==> src/rtl/ecc_secded_decoder.sv <==
// Read-side SECDED decoder: 2-stage valid/ready pipeline (syndrome, then classify/correct),
// with saturating CE/UE counters and capture of the first uncorrectable-error tag.
module ecc_secded_decoder #(
   parameter  int DATA_WIDTH   = 8,
   parameter  int ADDR_WIDTH   = 4,
   parameter  int CNT_WIDTH    = 16,
   localparam int PARITY_BITS  = $clog2(DATA_WIDTH) + 1,
   localparam int ENCODED_WORD = DATA_WIDTH + PARITY_BITS
) (
   input  logic                    clk,
   input  logic                    rst_n,
   input  logic                    i_valid,
   output logic                    o_ready,
   input  logic [ENCODED_WORD+1:1] i_word,
   input  logic [ADDR_WIDTH-1:0]   i_addr,
   output logic                    o_valid,
   input  logic                    i_ready,
   output logic [DATA_WIDTH-1:0]   o_data,
   output logic [ADDR_WIDTH-1:0]   o_addr,
   output logic                    o_ce,
   output logic                    o_ue,
   output logic [PARITY_BITS-1:0]  o_syndrome,
   input  logic                    i_clr_cnt,
   output logic [CNT_WIDTH-1:0]    o_ce_cnt,
   output logic [CNT_WIDTH-1:0]    o_ue_cnt,
   output logic [ADDR_WIDTH-1:0]   o_ue_addr,
   output logic                    o_ue_addr_vld
);

   localparam logic [PARITY_BITS-1:0] MAX_POS = PARITY_BITS'(ENCODED_WORD);

   // Positions 1..ENCODED_WORD whose index has bit k set (coverage of parity bit 2^k).
   function automatic logic [ENCODED_WORD:1] cover_mask(input int k);
      logic [ENCODED_WORD:1] m;
      m = '0;
      for (int n = 1; n <= ENCODED_WORD; n++) begin
         m[n] = ((n >> k) & 1) != 0;
      end
      return m;
   endfunction

   // Codeword position of data bit k: the k-th non-power-of-two index.
   function automatic int data_pos(input int k);
      int cnt;
      int pos;
      cnt = 0;
      pos = 0;
      for (int n = 1; n <= ENCODED_WORD; n++) begin
         if ((n & (n - 1)) != 0) begin
            if (cnt == k) pos = n;
            cnt++;
         end
      end
      return pos;
   endfunction

   function automatic logic [CNT_WIDTH-1:0] sat_inc(input logic [CNT_WIDTH-1:0] cnt);
      return (&cnt) ? cnt : cnt + CNT_WIDTH'(1);
   endfunction

   logic                   v_s1_q;
   logic [DATA_WIDTH-1:0]  raw_s1_q;
   logic [ADDR_WIDTH-1:0]  addr_s1_q;
   logic [PARITY_BITS-1:0] syn_s1_q;
   logic                   par_s1_q;

   logic                   v_s2_q;
   logic [DATA_WIDTH-1:0]  data_s2_q;
   logic [ADDR_WIDTH-1:0]  addr_s2_q;
   logic                   ce_s2_q;
   logic                   ue_s2_q;
   logic [PARITY_BITS-1:0] syn_s2_q;

   logic [CNT_WIDTH-1:0]   ce_cnt_q, ce_cnt_d;
   logic [CNT_WIDTH-1:0]   ue_cnt_q, ue_cnt_d;
   logic [ADDR_WIDTH-1:0]  ue_addr_q, ue_addr_d;
   logic                   ue_addr_vld_q, ue_addr_vld_d;

   logic                   adv_s1, adv_s2, xfer_out;
   logic [PARITY_BITS-1:0] syn_d;
   logic [DATA_WIDTH-1:0]  raw_d;
   logic                   par_d;
   logic                   syn_nz, syn_in_rng, corr_s1;
   logic [DATA_WIDTH-1:0]  data_d;
   logic                   ce_d, ue_d;

   assign adv_s2   = !v_s2_q || i_ready;
   assign adv_s1   = !v_s1_q || adv_s2;
   assign o_ready  = adv_s1;
   assign xfer_out = v_s2_q && i_ready;

   // Stage 1: syndrome, overall parity and raw data extraction
   for (genvar k = 0; k < PARITY_BITS; k++) begin : g_syn
      localparam logic [ENCODED_WORD:1] MASK = cover_mask(k);
      assign syn_d[k] = ^(i_word[ENCODED_WORD:1] & MASK);
   end

   assign par_d = ^i_word;

   assign syn_nz     = |syn_s1_q;
   assign syn_in_rng = syn_s1_q <= MAX_POS;
   assign corr_s1    = syn_nz && par_s1_q && syn_in_rng;

   // Flipping a parity position never touches data, so only data positions need a flip term.
   for (genvar k = 0; k < DATA_WIDTH; k++) begin : g_data
      localparam int POS = data_pos(k);
      assign raw_d[k]  = i_word[POS];
      assign data_d[k] = raw_s1_q[k] ^ (corr_s1 && (syn_s1_q == PARITY_BITS'(POS)));
   end

   assign ce_d = par_s1_q && (!syn_nz || syn_in_rng);
   assign ue_d = syn_nz && (!par_s1_q || !syn_in_rng);

   always_ff @(posedge clk or negedge rst_n) begin
      if (!rst_n) begin
         v_s1_q    <= 1'b0;
         raw_s1_q  <= '0;
         addr_s1_q <= '0;
         syn_s1_q  <= '0;
         par_s1_q  <= 1'b0;
      end else if (adv_s1) begin
         v_s1_q <= i_valid;
         if (i_valid) begin
            raw_s1_q  <= raw_d;
            addr_s1_q <= i_addr;
            syn_s1_q  <= syn_d;
            par_s1_q  <= par_d;
         end
      end
   end

   // Stage 2: classification and corrected data
   always_ff @(posedge clk or negedge rst_n) begin
      if (!rst_n) begin
         v_s2_q    <= 1'b0;
         data_s2_q <= '0;
         addr_s2_q <= '0;
         ce_s2_q   <= 1'b0;
         ue_s2_q   <= 1'b0;
         syn_s2_q  <= '0;
      end else if (adv_s2) begin
         v_s2_q <= v_s1_q;
         if (v_s1_q) begin
            data_s2_q <= data_d;
            addr_s2_q <= addr_s1_q;
            ce_s2_q   <= ce_d;
            ue_s2_q   <= ue_d;
            syn_s2_q  <= syn_s1_q;
         end
      end
   end

   assign o_valid    = v_s2_q;
   assign o_data     = data_s2_q;
   assign o_addr     = addr_s2_q;
   assign o_ce       = ce_s2_q;
   assign o_ue       = ue_s2_q;
   assign o_syndrome = syn_s2_q;

   // Statistics: clear has priority over any same-cycle increment or capture
   always_comb begin
      ce_cnt_d      = ce_cnt_q;
      ue_cnt_d      = ue_cnt_q;
      ue_addr_d     = ue_addr_q;
      ue_addr_vld_d = ue_addr_vld_q;
      if (i_clr_cnt) begin
         ce_cnt_d      = '0;
         ue_cnt_d      = '0;
         ue_addr_d     = '0;
         ue_addr_vld_d = 1'b0;
      end else if (xfer_out) begin
         if (ce_s2_q) ce_cnt_d = sat_inc(ce_cnt_q);
         if (ue_s2_q) begin
            ue_cnt_d = sat_inc(ue_cnt_q);
            if (!ue_addr_vld_q) begin
               ue_addr_d     = addr_s2_q;
               ue_addr_vld_d = 1'b1;
            end
         end
      end
   end

   always_ff @(posedge clk or negedge rst_n) begin
      if (!rst_n) begin
         ce_cnt_q      <= '0;
         ue_cnt_q      <= '0;
         ue_addr_q     <= '0;
         ue_addr_vld_q <= 1'b0;
      end else begin
         ce_cnt_q      <= ce_cnt_d;
         ue_cnt_q      <= ue_cnt_d;
         ue_addr_q     <= ue_addr_d;
         ue_addr_vld_q <= ue_addr_vld_d;
      end
   end

   assign o_ce_cnt      = ce_cnt_q;
   assign o_ue_cnt      = ue_cnt_q;
   assign o_ue_addr     = ue_addr_q;
   assign o_ue_addr_vld = ue_addr_vld_q;

endmodule

==> config.mk <==
export PLATFORM = sky130hd
export DESIGN_NAME = ecc_secded_decoder
export DESIGN_NICKNAME = d
export VERILOG_FILES = /design/src/rtl/ecc_secded_decoder.sv
export SDC_FILE = /design/constraint.sdc
export NUM_CORES = 1
export LEC_CHECK = 0
export CAP_MARGIN = 20
export CORE_MARGIN = 8
export CORE_UTILIZATION = 35
export DETAILED_ROUTE_END_ITERATION = 7
export PLACE_DENSITY = 0.66
export RECOVER_POWER = 100
export SYNTH_ARGS = -nofsm -noshare
export SYNTH_HDL_FRONTEND = slang
export SYNTH_SLANG_ARGS = --single-unit
export TNS_END_PERCENT = 50
==> constraint.sdc <==
create_clock -name clk -period 1.6 [get_ports clk]
set_input_delay 0.48 -clock clk [delete_from_list [all_inputs] [get_ports clk]]
set_output_delay 0.48 -clock clk [all_outputs]
set_load 0.01 [all_outputs]
Word-level counts from Yosys, hierarchy flattened
Cells that the tools add are included.
{ "word_totals": {"out_inout_bits": 57, "reg_bits": 74, "wordCells": 91, "in_bits": 22} }
{ "op_classes": {"bitwise": 8, "addsub": 2, "mux": 15, "eq_ne": 11, "n_lt_le_gt_ge": 1, "reduce_logical": 39} }
{ "op_table": {"columns": ["cell", "n"], "rows": [
  ["$mux W16", 8],
  ["$reduce_xor A12 Y1", 4],
  ["$add A16 B1 Y16 const B", 2],
  ["$reduce_and A16 Y1", 2],
  ["$eq A4 B4 Y1 const B", 4],
  ["$mux W4", 4],
  ["$logic_and A1 B1 Y1", 13],
  ["$reduce_xor A13 Y1", 1],
  ["$eq A4 B3 Y1 const B", 3],
  ["$reduce_and A3 Y1", 3],
  ["$xor A1 B1 Y1", 8],
  ["$ne A2 B2 Y1 const B", 3],
  ["$reduce_and A2 Y1", 3],
  ["$reduce_bool A2 Y1", 3],
  ["$logic_not A1 Y1", 5],
  ["$eq A4 B2 Y1 const B", 1],
  ["$le A4 B4 Y1 const B", 1],
  ["$logic_or A1 B1 Y1", 4],
  ["$reduce_or A4 Y1", 1],
  ["$mux W1", 3]
]} }

Depth between registers and ports, before layout
Gate-level depths: netlist (run 1).
{ "depth": {"depth_word": 5, "ltp_mapped": 7, "ltp_nobuf": 6} }

Least setup slack after synthesis (run 1)
Ideal clock, no wire load.
{ "synth_path": {"path_type": "flip-flop to flip-flop", "from": "register ce_cnt_q[0], in the netlist o_ce_cnt[0]", "to": "register ce_cnt_q[3], in the netlist o_ce_cnt[3]", "setup_time_ns": 0.132, "slack_ns": -0.110, "path_stages_with_launch": 8, "path_buffers": 1, "arrival_ns": 1.578, "required_time_ns": 1.468, "cell_sequence": "dfrtp_1 > ha_1 > and4_1 > clkbuf_2 > a41oi_4 > nand4_1 > xor2_1 > nor2_1"} }
{ "synth_between": {"elab_chain_len": 5, "word_cells_on_any_way": 8, "cone_classes": "add/sub: 1; eq/ne: 1; mux: 4; reduce/logical: 2"} }
{ "synth_lines": {"columns": ["item", "line", "source"], "rows": [
  ["from (decl)", "74", "logic [CNT_WIDTH-1:0] ce_cnt_q, ce_cnt_d;"],
  ["from (signal assigned)", "190", "ce_cnt_q <= ce_cnt_d;"],
  ["$add A16 B1 Y16", "58", "return (&cnt) ? cnt : cnt + CNT_WIDTH'(1);"],
  ["$mux W16", "58", null],
  ["$mux W16", "172", "if (ce_s2_q) ce_cnt_d = sat_inc(ce_cnt_q);"],
  ["$mux W16", "171", "end else if (xfer_out) begin"],
  ["$mux W16", "166", "if (i_clr_cnt) begin"]
]} }
Parallel ways exist; a longest one is shown, timed or not. The select of a mux whose other input is x is not followed.
A chain may end at the register's enable or synchronous reset.

Worst setup path after layout (run 1)
{ "layout_path": {"from": "input i_word[2] (netlist name)", "to": "register par_s1_q"} }
{ "layout_between": {"elab_chain_len": 1} }
{ "layout_lines": {"columns": ["item", "line", "source"], "rows": [
  ["from (decl)", "14", "input logic [ENCODED_WORD+1:1] i_word,"],
  ["$reduce_xor A13 Y1", "98", "assign par_d = ^i_word;"],
  ["to (signal assigned)", "127", "par_s1_q <= par_d;"],
  ["to (decl)", "65", "logic par_s1_q;"]
]} }
No other way between the ends.

==> results of run 1 <==
worst max-delay path by stage:
stage                            from           end  slack [ns]  cells past startpoint
after global routing      o_ue_cnt[1]  o_ue_cnt[14]        -0.1                      7
final                       i_word[2]      par_s1_q       -0.02                      6
after detailed placement      i_ready       o_ready       -0.55                      3
after floorplan           o_ce_cnt[0]   o_ce_cnt[3]       -0.08                      7
after global placement        i_ready       o_ready       -0.52                      3
after CTS                     i_ready       o_ready       -0.15                      3
layout make-up:
type | count | share of cell area
inverter | 2 | 0.00139
multi-input combinational | 251 | 0.339
tap | 136 | 0.0316
sequential | 74 | 0.345
timing repair buffer | 148 | 0.239
clock inverter | 4 | 0.0135
clock buffer | 12 | 0.0307
sequential cells by signal (all words and copies together) (netlist names):
| name | count |
|---|---|
| o_ue | 1 |
| par_s1_q | 1 |
| raw_s1_q | 8 |
| o_valid | 1 |
| o_ue_addr | 4 |
| o_ue_addr_vld | 1 |
| o_addr | 4 |
| o_ce_cnt | 16 |
| o_ce | 1 |
| o_ue_cnt | 16 |
| syn_s1_q | 4 |
| v_s1_q | 1 |
| addr_s1_q | 4 |
| o_syndrome | 4 |
| o_data | 8 |
per-stage QoR:
stage,cell area [sq um],std cells,power (mW),util
floorplan,3610,338,3.01,-
global placement,4890,589,3.77,0.483
detailed placement,4890,589,3.81,0.483
CTS,5180,618,5.43,0.511
global route,5380,627,5.74,0.531
finish,5380,627,5.42,0.531
synthesized netlist by cell type (all sizes together):
library cell,number
nand3b,3
nand2,33
clkbuf,9
ha,2
nor3,5
xnor2,31
nor4,3
inv,2
and4,3
o21ai,35
nand3,16
a21oi,5
a311oi,1
mux2,21
a31oi,1
and3b,1
nor2,33
mux2i,1
nor2b,1
and2,1
a41oi,1
xor2,27
nand4,12
buf,3
o22ai,2
nand2b,5
and3,6
nor4b,1
dfrtp,74
where the power goes:
group	leakage, nW	switching (mW)	internal, mW	total, mW
Sequential	0.947	0.223	2.13	2.35
Combinational	1.49	0.650	0.729	1.38
Clock	0.119	0.683	1.00	1.69
Total	2.55	1.56	3.86	5.42
cell families (layout without fill, tap and decap cells):
family	after synthesis	after routing	share of synthesized area
simple gates	123	123	0.177
flops	74	74	0.516
xor+xnor	58	58	0.144
compound gates	45	46	0.0712
mux	22	22	0.0687
buf+inv	14	166	0.0160
fa+ha+maj	2	2	0.00698
metal layers:
layer | vias up | global-route usage | share of wire
li1 | 1464 | - | -
met3 | 14 | 0.0421 | 0.058
met2 | 79 | 0.215 | 0.49
met1 | 1453 | 0.168 | 0.44
met5 | - | 0 | 0
met4 | 0 | 0.0512 | 0.014
worst min-delay path, delay by kind of cell:
family | cells | cell delay (ns)
and+or+nand+nor | 2 | 0.22
buffers and inverters | 1 | 0.10
what timing repair did:
action                     CTS  global route
hold buffers                 1             0
hold endpoints to repair     6             0
resized for setup           80            45
pin swaps                    4            24
cloned                       0             1
buffers inserted            12             8
setup endpoints to repair   80            55
==> results.json, run 1 <==
{
  "outcome": "finished with violations",
  "violations": "negative setup slack",
  "mostFrequentLayoutCells": "dfrtp_1, buf_4, dlygate4sd2_1",
  "vias": 3010,
  "cp_max_fo": 2,
  "cts_tree": "yes",
  "period_minus_slack_ns": 1.62,
  "drt-initial-drc-count": 142,
  "timing.slew.headroom": 0.667,
  "area_growth_syn_to_layout_pct": 50.1,
  "hpwlAfterDp_mm": 6.49,
  "syn_area_per_cell_sq_um": 10.6,
  "gp_congestion": 0.820,
  "pre_cts_ws_ns": -0.550,
  "synth_largest_area_cell": "dfrtp_1",
  "final_max_slew_viol_count": 0,
  "mostFrequentLayoutCell": "dfrtp_1",
  "first_global_vias": 2902,
  "die-width_um": 117,
  "wirelength_mm": 9.08,
  "postLayoutSetupSlackWorst_ns": -0.0227,
  "synth_top_area_frac": 0.516,
  "min-delay-start": "i_ready",
  "cts-root-buf": "clkbuf_8",
  "die_area_sq_um": 13700,
  "ir_drop_mv": 0.516,
  "fill_cells": 915,
  "cp.buffers_inverters": 1,
  "critical_path_class": "in2reg",
  "ys_warn_count": 0,
  "worstRegToRegCells": 7,
  "cp-end-kind": "register",
  "num_rows": 37,
  "via_per_inst": 4.80,
  "power.density_nw_per_um2": 1010,
  "cap_viol_max_count": 0,
  "grt_pass1_wl_mm": 14.3,
  "die_h_um": 117,
  "min_path_type": "in2reg",
  "fin_skew_ns": 0.00830,
  "n_antenna_cell": 0,
  "cts.sinks": 74,
  "start_util": 0.354,
  "synth_cells": 338,
  "min_period_over_period": 1.01,
  "final_antenna_net_count": 0,
  "max_stage_delay_ns": 0.46,
  "setup_tns_ns": -0.0258,
  "tightestPinTransition_ns": 0.500,
  "cp_common_cell": "xnor2_1",
  "holdWs_ns": 0.477,
  "syn_area_sq_um": 3590,
  "synthTopCellsByArea": "dfrtp_1, xnor2_1, mux2_2",
  "whs_path_depth": 3,
  "drc_errors": 0,
  "rsz0062_at_grt": "yes",
  "worstSkewPairLatency_ns": 0.36,
  "cp_top_family": "XOR/XNOR gates",
  "r2r_setup_slack_ns": 0,
  "fmax_ghz": 0.616,
  "cts_buffer_depth": 2,
  "overflow": 0,
  "setup-violations-final": 2,
  "cts_buffers": 9,
  "syn_nets": 362,
  "p_leak_nw": 2.55,
  "fin_nets": 510,
  "path_cells": "clkdlybuf4s50_1, xnor2_1, xnor2_1, xnor2_1, xnor2_1, mux2_4",
  "core-area_sq_um": 10100,
  "r2r_start": "o_ue_cnt[1]",
  "grt_max_degree": 45,
  "yosys_register_bits": 74,
  "rr_endpoint": "o_ue_cnt[14]",
  "wire_per_inst_um": 14.5,
  "slowest_stage": "clkdlybuf4s50_1",
  "drtPass1Iterations": 4,
  "path_clk_slew_ns": 0.08,
  "arrival_ns": 1.86,
  "hold_viol": 0,
  "antenna_found_initial": 0,
  "holdPathEnd": "v_s1_q",
  "ios": 79,
  "cp-start-kind": "primary input",
  "yosysSeqAreaShare": 0.516,
  "ys_types": 35,
  "multiInputGateArea_sq_um": 1820,
  "io_buffers": 78,
  "required_ns": 1.84,
  "grtUsageTotal": 0.135,
  "ff_latch_area_sq_um": 1860,
  "htreeDepth": 3,
  "drive_gt1_frac": 0.291
}
Power figures use the tool's default switching activity.
==> run 2, diff against run 1 <==
- SLEW_MARGIN: unset -> 20
==> results of run 2 <==
The final DEF is identical to that of run 1; final timing and power are the same.
==> run 3, diff against run 2 <==
- REMOVE_ABC_BUFFERS: unset -> 1
==> run 3 against run 2 <==
The run still ends with negative setup slack left. Clock skew increased by 0.0080 ns. Sequential power about the same. Total power decreased by 1.1%. Combinational power about the same. Count of clock-buffer cells in the layout decreased by 3. Die area unchanged. Register-to-register slack got worse by 0.02 ns. Routed wire length increased by 1.4%. Clock power decreased by 4%. Critical endpoint is now o_ce_cnt[1]. Largest cell class unchanged. Highest routed layer unchanged.
==> results.json, run 3 (same netlist as run 1, synthesis figures left out) <==
{
  "die_area_sq_um": 13700,
  "ir_drop_mv": 0.490,
  "drtPass1Iterations": 4,
  "overflow": 0,
  "path_clk_slew_ns": 0.08,
  "fin_util": 0.525,
  "hold_buffers": 0,
  "fin_nets": 506,
  "cts_buffers": 9,
  "mostFrequentLayoutCell": "dfrtp_1",
  "tightestPinTransition_ns": 1.02,
  "hpwlAfterDp_mm": 6.36,
  "power.density_nw_per_um2": 1010,
  "internal_power_mw": 3.75,
  "drt-initial-drc-count": 110,
  "first_global_vias": 3030,
  "die_h_um": 117,
  "cts.sinks": 74,
  "swShare": 0.299,
  "period_minus_slack_ns": 1.62,
  "via_per_inst": 4.74,
  "fmax_ghz": 0.619,
  "cp_max_fo": 4,
  "p_leak_nw": 2.53,
  "timing.slew.headroom": 0.318,
  "holdWs_ns": 0.412,
  "grtUsageTotal": 0.137,
  "slowest_stage": "dfrtp_1",
  "area_growth_syn_to_layout_pct": 48.3,
  "antenna_found_initial": 1,
  "cap_viol_max_count": 0,
  "grt_pass1_wl_mm": 14.5,
  "ff_latch_area_sq_um": 1850,
  "p_total_mw": 5.36,
  "gp_congestion": 0.830,
  "arrival_ns": 1.85,
  "die-width_um": 117,
  "wirelength_mm": 9.21,
  "required_ns": 1.83,
  "critical_path_class": "reg2reg",
  "final_max_slew_viol_count": 0,
  "cp-start-kind": "register",
  "vias": 2960,
  "max_stage_delay_ns": 0.39,
  "min_period_over_period": 1.01,
  "ios": 79,
  "min_path_type": "in2async",
  "hold_viol": 0,
  "start_util": 0.354,
  "multiInputGateArea_sq_um": 1780,
  "fin_skew_ns": 0.0163,
  "p_switching_mw": 1.60,
  "grt_max_degree": 75,
  "io_buffers": 78,
  "outcome": "finished with violations",
  "final_antenna_net_count": 0,
  "cp-end-kind": "register",
  "drc_errors": 0,
  "p_seq_frac": 0.437,
  "num_rows": 37,
  "pwr-share-clk": 0.302,
  "fill_cells": 914,
  "violations": "negative setup slack",
  "drive_gt1_frac": 0.275,
  "core-area_sq_um": 10100,
  "cp_common_cell": "buf_6",
  "cts_buffer_depth": 2,
  "postLayoutSetupSlackWorst_ns": -0.0162,
  "worstSkewPairLatency_ns": 0.36,
  "htreeDepth": 3,
  "setup-violations-final": 1,
  "cts-root-buf": "clkbuf_8",
  "wire_per_inst_um": 14.8,
  "cts_tree": "yes",
  "combPwrFrac": 0.261,
  "rsz0062_at_grt": "yes",
  "path_cells": "ha_2, and4_4, a41oi_4, buf_6, buf_6, mux2i_1, nor2_1",
  "mostFrequentLayoutCells": "dfrtp_1, buf_4, dlygate4sd2_1"
}
run 3: final timing paths:
kind / start / slack, ns / cells past startpoint / end
setup / recovery: o_ce_cnt[1] / -0.02 / 7 / o_ce_cnt[1]
hold / removal: rst_n / 0.41 / 2 / raw_s1_q[5]
setup reg to reg: o_ce_cnt[1] / -0.02 / 7 / o_ce_cnt[1]
hold reg to reg: o_data[3] / 0.49 / 2 / o_data[3]
max in group asynchronous: rst_n / 0.47 / 2 / o_ue_cnt[5]
min in group clk: i_word[10] / 0.46 / 2 / raw_s1_q[5]
run 3: worst max-delay path, delay by kind of cell (launching register included):
kind	cells	cell delay (ns)
fa+ha+maj	1	0.20
buf+inv	2	0.25
compound gates	1	0.25
flops	1	0.39
simple gates	2	0.24
mux	1	0.16
run 3: power groups by stage:
| stage | sequential, mW | combinational, mW | clock, mW |
|---|---|---|---|
| after global placement | 2.40 | 1.37 | 0 |
| after detailed placement | 2.40 | 1.40 | 0 |
| after CTS | 2.35 | 1.36 | 1.64 |
| final | 2.34 | 1.40 | 1.62 |
| after floorplan | 2.44 | 0.538 | 0 |
| after global routing | 2.39 | 1.54 | 1.73 |
run 3: what timing repair did:
action | in CTS | in global routing
resized for setup | 84 | 50
cloned | 0 | 0
pin swaps | 7 | 29
setup endpoints to repair | 83 | 68
buffers inserted | 13 | 8
run 3: cell type report:
cell class | count | area share
antenna | 1 | 0.000470
clock buffer | 9 | 0.0233
clock inverter | 7 | 0.0174
inverter | 2 | 0.00141
multi-input combinational | 250 | 0.335
sequential | 74 | 0.348
tap | 136 | 0.0320
timing repair buffer | 145 | 0.242
run 3: metal layers:
layer	GRT usage	part of all wire	vias to the layer above	wire length (um)
li1	-	-	1455	-
met1	0.163	0.43	1425	3930
met2	0.229	0.51	67	4680
met3	0.0292	0.045	13	418
met4	0.0674	0.020	0	181
met5	0	0	-	0
run 3: metrics by stage:
step | setup slack (ns) | area [sq um] | setup TNS, ns | cells
after floorplan | -0.128 | 3540 | -1.40 | 326
after global placement | -0.504 | 4870 | -24.92 | 587
after detailed placement | -0.566 | 4870 | -26.12 | 587
after CTS | -0.108 | 5140 | -1.21 | 615
after global routing | -0.115 | 5320 | -1.47 | 624
final | -0.0162 | 5320 | -0.0162 | 624
